[config.mk]
export PLATFORM = sky130hd
export DESIGN_NAME = pc_stack
export DESIGN_NICKNAME = d
export VERILOG_FILES = /design/src/rtl/pc_stack.sv
export SDC_FILE = /design/constraint.sdc
export NUM_CORES = 1
export LEC_CHECK = 0
export ABC_CLOCK_PERIOD_IN_PS = 3600
export CAP_MARGIN = 30
export CORE_MARGIN = 2
export CORE_UTILIZATION = 48
export DETAILED_ROUTE_END_ITERATION = 8
export PLACE_DENSITY = 0.81
export SLEW_MARGIN = 15
export SYNTH_ARGS = -nofsm -noshare
export SYNTH_HDL_FRONTEND = slang
export SYNTH_SLANG_ARGS = --single-unit
export TNS_END_PERCENT = 100
[constraint.sdc]
create_clock -name i_clk -period 3.6 [get_ports i_clk]
set_input_delay 0.72 -clock i_clk [delete_from_list [all_inputs] [get_ports i_clk]]
set_output_delay 0.72 -clock i_clk [all_outputs]
set_load 0.01 [all_outputs]
[src/rtl/pc_stack.sv]
// ---------------------------------------------------------------------------
// pc_stack -- program counter with a hardware return-address stack.
//
// Each enabled cycle performs exactly one action, highest priority first:
//   call > ret > load > rel > increment.
// A call pushes PC+1 and jumps to i_target. A ret pops the top entry into
// the PC. Calling with the stack full sets the sticky o_ovf flag. Returning
// with the stack empty sets the sticky o_unf flag. In both error cases the
// PC and the depth hold.
//
// Optional feature macro: PC_STACK_REL_BRANCH_EN
//   defined   : i_rel adds the sign-extended i_offset to the PC.
//   undefined : i_rel and i_offset are ignored, and no offset adder is built.
//
// Parameters
//   WIDTH     PC / address width in bits (2..16)
//   DEPTH     return-stack entries (1..16)
//   RESET_VEC PC value loaded on reset
//
// Ports
//   i_clk      clock; all state changes on the rising edge
//   i_rst      asynchronous, active-low reset
//   i_en       step enable; when low the PC, stack and depth hold
//   i_load     absolute jump to i_target
//   i_target   jump / call destination
//   i_call     push PC+1 and jump to i_target
//   i_ret      pop the top of stack into the PC
//   i_rel      relative branch by i_offset (feature macro only)
//   i_offset   two's-complement branch offset
//   i_clr_err  clear the sticky error flags
//   o_PC       current PC, driven straight from a register
//   o_depth    number of valid stack entries
//   o_ovf      sticky flag: call attempted with the stack full
//   o_unf      sticky flag: return attempted with the stack empty
// ---------------------------------------------------------------------------
module pc_stack #(
  parameter int unsigned      WIDTH     = 8,
  parameter int unsigned      DEPTH     = 4,
  parameter logic [WIDTH-1:0] RESET_VEC = '0
) (
  input  logic                       i_clk,
  input  logic                       i_rst,
  input  logic                       i_en,
  input  logic                       i_load,
  input  logic [WIDTH-1:0]           i_target,
  input  logic                       i_call,
  input  logic                       i_ret,
  input  logic                       i_rel,
  input  logic [WIDTH-1:0]           i_offset,
  input  logic                       i_clr_err,
  output logic [WIDTH-1:0]           o_PC,
  output logic [$clog2(DEPTH+1)-1:0] o_depth,
  output logic                       o_ovf,
  output logic                       o_unf
);

  localparam int unsigned   DW   = $clog2(DEPTH + 1);
  localparam int unsigned   SW   = (DEPTH > 1) ? $clog2(DEPTH) : 1;
  localparam logic [DW-1:0] FULL = DW'(DEPTH);

  logic [WIDTH-1:0] stack_mem [DEPTH];
  logic [WIDTH-1:0] pc_q, pc_d, pc_inc, stack_top;
  logic [DW-1:0]    depth_q, depth_d;
  logic             ovf_q, unf_q;
  logic             push, ovf_set, unf_set;

  assign pc_inc    = pc_q + WIDTH'(1);
  assign stack_top = stack_mem[SW'(depth_q - DW'(1))];

`ifdef PC_STACK_REL_BRANCH_EN
  // Adding the offset at full width, modulo 2^WIDTH, is the same as
  // sign-extending it first.
  logic [WIDTH-1:0] pc_rel;
  assign pc_rel = pc_q + i_offset;
`else
  logic unused_rel;
  assign unused_rel = ^{i_rel, i_offset};
`endif

  // NOTE: every signal written in this block gets a default first, so no
  //       path through the if/else chain can leave one unassigned and
  //       infer a latch.
  always_comb begin
    pc_d    = pc_q;
    depth_d = depth_q;
    push    = 1'b0;
    ovf_set = 1'b0;
    unf_set = 1'b0;
    if (i_en) begin
      if (i_call) begin
        if (depth_q == FULL) begin
          ovf_set = 1'b1;
        end else begin
          push    = 1'b1;
          pc_d    = i_target;
          depth_d = depth_q + DW'(1);
        end
      end else if (i_ret) begin
        if (depth_q == '0) begin
          unf_set = 1'b1;
        end else begin
          pc_d    = stack_top;
          depth_d = depth_q - DW'(1);
        end
      end else if (i_load) begin
        pc_d = i_target;
`ifdef PC_STACK_REL_BRANCH_EN
      end else if (i_rel) begin
        pc_d = pc_rel;
`endif
      end else begin
        pc_d = pc_inc;
      end
    end
  end

  // NOTE: sequential state uses non-blocking assignments, so every register
  //       samples the pre-edge values regardless of block evaluation order.
  always_ff @(posedge i_clk or negedge i_rst) begin
    if (!i_rst) begin
      pc_q    <= RESET_VEC;
      depth_q <= '0;
      ovf_q   <= 1'b0;
      unf_q   <= 1'b0;
    end else begin
      pc_q    <= pc_d;
      depth_q <= depth_d;
      // A new error in the same cycle wins over the clear.
      ovf_q   <= ovf_set | (ovf_q & ~i_clr_err);
      unf_q   <= unf_set | (unf_q & ~i_clr_err);
    end
  end

  // NOTE: the stack storage is deliberately not reset. o_depth alone
  //       decides which entries are valid, so clearing depth on reset
  //       discards the contents without touching the storage array.
  always_ff @(posedge i_clk) begin
    if (push) begin
      stack_mem[SW'(depth_q)] <= pc_inc;
    end
  end

  assign o_PC    = pc_q;
  assign o_depth = depth_q;
  assign o_ovf   = ovf_q;
  assign o_unf   = unf_q;

endmodule

==> impl_metrics.xml <==
<?xml version="1.0" encoding="UTF-8"?>
<metrics>
  <group name="logic_synthesis">
    <metric name="syn_area" unit="µm²">2340</metric>
    <metric name="synth-adder-area-share" unit="">0.0321</metric>
    <metric name="postSynth.topFlopCell" unit="">sky130_fd_sc_hd__edfxtp_1</metric>
    <metric name="yosys_warnings" unit="">0</metric>
    <metric name="synthDominantAreaCellType" unit="">sky130_fd_sc_hd__edfxtp_1</metric>
    <metric name="yosysMostFrequentCell" unit="">sky130_fd_sc_hd__edfxtp_1</metric>
    <metric name="synth_xor_area_frac" unit="">0.0262</metric>
    <metric name="most_frequent_cells_after_synthesis" unit="">32 x sky130_fd_sc_hd__edfxtp_1, 14 x sky130_fd_sc_hd__nand2_1, 13 x sky130_fd_sc_hd__dfrtp_1</metric>
    <metric name="syn-num-nets" unit="">212</metric>
    <metric name="synth_seq_area_share" unit="">0.549</metric>
    <metric name="ys_top_cells_by_area" unit="">sky130_fd_sc_hd__edfxtp_1 41%, sky130_fd_sc_hd__dfrtp_1 14%, sky130_fd_sc_hd__mux2i_1 4.7%</metric>
    <metric name="netlist-cell-type-count" unit="">48</metric>
    <metric name="postSynthCellCount" unit="">182</metric>
    <metric name="synthArstFlopShare" unit="">0.289</metric>
    <metric name="synth_compound_gate_area_share" unit="">0.124</metric>
    <metric name="yosys.area.top_type_share" unit="">0.410</metric>
    <metric name="synth_top_family_by_area" unit="">compound AO/OA/AOI/OAI gates</metric>
    <metric name="yosys.area_share.simple" unit="">0.120</metric>
    <metric name="ys_ff_latch" unit="">45</metric>
    <metric name="synth_edf_count" unit="">32</metric>
    <metric name="post_synth.cell_area_avg" unit="µm²">12.9</metric>
    <metric name="post_synth_mux_area_share" unit="">0.105</metric>
  </group>
  <group name="critical_path">
    <metric name="crit_path_end_kind" unit="">register</metric>
    <metric name="timing.rr.start" unit="">o_depth[0]</metric>
    <metric name="endpoint_of_the_worst_register_to_register_path" unit="">o_PC[0]</metric>
    <metric name="setup.worst_path.class" unit="">register to register</metric>
    <metric name="rr_worst_depth" unit="">6</metric>
    <metric name="critPathCapture" unit="">o_PC[0]</metric>
    <metric name="worst-endpoint-required" unit="ps">3780</metric>
    <metric name="crit_arrival" unit="ps">2740</metric>
    <metric name="regToRegSetupSlack" unit="ps">1040</metric>
    <metric name="critPathMaxFanout" unit="">12</metric>
    <metric name="critPathLaunchType" unit="">register</metric>
    <metric name="worst_setup_path_startpoint" unit="">o_depth[0]</metric>
  </group>
  <group name="placed_design">
    <metric name="place.port_buffers" unit="">27</metric>
    <metric name="post-dp-hpwl" unit="µm">3280</metric>
    <metric name="placed_instances" unit="">271</metric>
    <metric name="finalWeightedCongestion" unit="">0.783</metric>
  </group>
  <group name="sta">
    <metric name="clock-skew-final" unit="ps">10.5</metric>
    <metric name="report.final.hold_viol_count" unit="">0</metric>
    <metric name="setup_violations" unit="">0</metric>
    <metric name="finalHoldWorstSlack" unit="ps">523</metric>
    <metric name="final_critical_period" unit="ps">2560</metric>
    <metric name="fin_tns_setup" unit="ps">0</metric>
    <metric name="final_max_slew_viol_count" unit="">0</metric>
    <metric name="rsz0062_at_grt" unit="">no</metric>
    <metric name="finalCritPeriodShare" unit="">0.712</metric>
    <metric name="highest_attainable_clock_frequency" unit="MHz">390</metric>
    <metric name="max_slew_headroom_at_the_worst_pin" unit="">0.564</metric>
    <metric name="tightest_slew" unit="ps">652</metric>
  </group>
  <group name="worst_hold_path">
    <metric name="hp-start" unit="">o_unf</metric>
    <metric name="worst_hold_path_type" unit="">register to register</metric>
  </group>
  <group name="cells_and_area">
    <metric name="layout.filler_cells" unit="">360</metric>
    <metric name="instances_no_fill" unit="">279</metric>
    <metric name="final_core_utilization" unit="">0.590</metric>
    <metric name="multi_input_comb_area" unit="µm²">955</metric>
    <metric name="final_nets" unit="">241</metric>
    <metric name="insertedDiodeCount" unit="">0</metric>
    <metric name="area_growth" unit="%">19.0</metric>
    <metric name="seqCellArea" unit="µm²">1290</metric>
    <metric name="drive_above_1_share" unit="">0.108</metric>
  </group>
  <group name="clock_tree">
    <metric name="worstSkewPairLatency" unit="ps">300</metric>
    <metric name="clkSlewWorstSetupHoldPaths" unit="ps">80</metric>
    <metric name="cts_tree" unit="">yes</metric>
    <metric name="cts_root_buffer" unit="">sky130_fd_sc_hd__clkbuf_8</metric>
    <metric name="cts_buffer_depth" unit="">2</metric>
    <metric name="number_of_buffers_inserted_by_hold_repair_at_cts" unit="">0</metric>
    <metric name="numCtsBuffers" unit="">5</metric>
    <metric name="cts_resized" unit="">0</metric>
    <metric name="cts_num_sinks" unit="">45</metric>
    <metric name="post-cts-setup-buffer-count" unit="">0</metric>
    <metric name="cts_htree_levels" unit="">2</metric>
  </group>
  <group name="die">
    <metric name="start_util" unit="">0.496</metric>
    <metric name="fp.dieH" unit="µm">73.9</metric>
    <metric name="core-area" unit="µm²">4720</metric>
    <metric name="io-pin-count" unit="">37</metric>
    <metric name="dieArea" unit="µm²">5450</metric>
    <metric name="die_x" unit="µm">73.9</metric>
    <metric name="rows" unit="">25</metric>
  </group>
  <group name="grt">
    <metric name="grt_antenna_before_repair" unit="">0</metric>
    <metric name="grt_first_pass_wirelength" unit="µm">7450</metric>
    <metric name="grt_overflow" unit="">0</metric>
    <metric name="grt.busiest_layer" unit="">met2</metric>
    <metric name="grtUsageMet1" unit="">0.231</metric>
    <metric name="global_route.usage.total" unit="">0.191</metric>
    <metric name="grt_pass1_vias" unit="">1503</metric>
    <metric name="globalRouteMet2Util" unit="">0.329</metric>
    <metric name="groute.layer.met3.usage" unit="">0.0357</metric>
    <metric name="grt_max_degree" unit="">16</metric>
  </group>
  <group name="drt">
    <metric name="drc_violation_count_after_routing" unit="">0</metric>
    <metric name="drt-initial-drc-count" unit="">90</metric>
    <metric name="drt_first_pass_iters" unit="">4</metric>
    <metric name="viasPerCell" unit="">5.56</metric>
    <metric name="totalWireLength" unit="µm">4740</metric>
    <metric name="routed_wire_length_per_instance" unit="µm">17.0</metric>
    <metric name="via_count" unit="">1552</metric>
    <metric name="drtAntennaViolNets" unit="">0</metric>
  </group>
  <group name="run_status">
    <metric name="run_status" unit="">finished, final reports clean</metric>
  </group>
  <group name="pwr">
    <metric name="power.static_leakage" unit="nW">1.05</metric>
    <metric name="ir_worst_vdd" unit="mV">0.350</metric>
    <metric name="power.density" unit="nW/µm²">706</metric>
  </group>
  <group name="run">
    <metric name="max_cap_viols" unit="">0</metric>
  </group>
</metrics>
-- stage by stage --
stage | worst slack, ps | total power, mW | area (µm²)
finish | 1040 | 1.97 | 2790
global route | 863 | 2.07 | 2790
CTS | 1010 | 1.97 | 2790
detailed placement | 1020 | 1.59 | 2670
global placement | 1070 | 1.56 | 2670
floorplan | 1600 | 1.34 | 2340
-- per-layer routing --
metal  up-vias  part of all wire  wire length (µm)
met3         8             0.055               263
met2        47              0.51              2410
met4         0             0.019                89
met5         -                 0                 0
li1        739                 -                 -
met1       758              0.42              1980
-- placed cells by master, fill, tap and decap left out, types with 2 or more instances in the layout --
cell / instances
sky130_fd_sc_hd__clkbuf_8: 6
sky130_fd_sc_hd__ha_1: 6
sky130_fd_sc_hd__xor2_1: 4
sky130_fd_sc_hd__nand2_1: 14
sky130_fd_sc_hd__nand2b_1: 5
sky130_fd_sc_hd__a21oi_1: 7
sky130_fd_sc_hd__and2_1: 3
sky130_fd_sc_hd__o21ai_1: 2
sky130_fd_sc_hd__buf_4: 5
sky130_fd_sc_hd__nand4_1: 2
sky130_fd_sc_hd__o221ai_1: 4
sky130_fd_sc_hd__xnor2_1: 3
sky130_fd_sc_hd__nor3_1: 4
sky130_fd_sc_hd__clkdlybuf4s50_1: 27
sky130_fd_sc_hd__nor2b_1: 3
sky130_fd_sc_hd__nor2_1: 7
sky130_fd_sc_hd__nand3_1: 2
sky130_fd_sc_hd__o211ai_1: 2
sky130_fd_sc_hd__o22ai_1: 2
sky130_fd_sc_hd__inv_1: 9
sky130_fd_sc_hd__dfrtp_1: 13
sky130_fd_sc_hd__mux4_1: 3
sky130_fd_sc_hd__mux2i_1: 11
sky130_fd_sc_hd__a31oi_1: 3
sky130_fd_sc_hd__edfxtp_1: 32
sky130_fd_sc_hd__o21ai_0: 2
sky130_fd_sc_hd__mux4_2: 2
sky130_fd_sc_hd__o31ai_1: 5
sky130_fd_sc_hd__or3_1: 4
-- sequential cells by signal, indices dropped and copies added (netlist names) --
register   flops
o_unf          1
o_ovf          1
o_PC           8
o_depth        3
stack_mem     32
-- area by class of cell --
cell class	instances	share of cell area
clock buffers	7	0.0310
clock inverters	1	0.0108
inverters	10	0.0135
multi-input cells	117	0.343
flip-flops and latches	45	0.462
well taps	67	0.0301
repair buffers	32	0.110
-- kinds of logic (layout without fill, tap and decap cells) --
family                   after synthesis  count (layout)
AND/OR/NAND/NOR                       51              51
multiplexers                          17              17
XOR/XNOR                               7               7
buffers and inverters                 20              50
flip-flops                            45              45
adder cells (fa/ha/maj)                6               6
AO/OA/AOI/OAI                         36              36
-- worst min-delay path by stage --
| stage | end | depth (start not counted) |
|---|---|---|
| 2_1_floorplan | o_PC[0] | 0 |
| 3_3_place_gp | o_unf | 2 |
| 3_5_place_dp | o_unf | 2 |
| 4_1_cts | o_unf | 2 |
| 5_1_grt | o_unf | 2 |
| 6_report | o_unf | 2 |
-- critical path, stage by stage (launching register included) --
cell	delay (ps)
sky130_fd_sc_hd__dfrtp_1	670
sky130_fd_sc_hd__inv_1	160
sky130_fd_sc_hd__ha_1	710
sky130_fd_sc_hd__mux4_2	410
sky130_fd_sc_hd__nor2b_4	150
sky130_fd_sc_hd__a2111oi_4	270
sky130_fd_sc_hd__a21oi_2	50
-- where the power goes --
group	leakage, nW	total (mW)	switching (mW)	internal [mW]
Clock	0.0585	0.391	0.164	0.226
Combinational	0.548	0.743	0.372	0.371
Sequential	0.448	0.833	0.121	0.712
(Power assumes the default switching activity.)
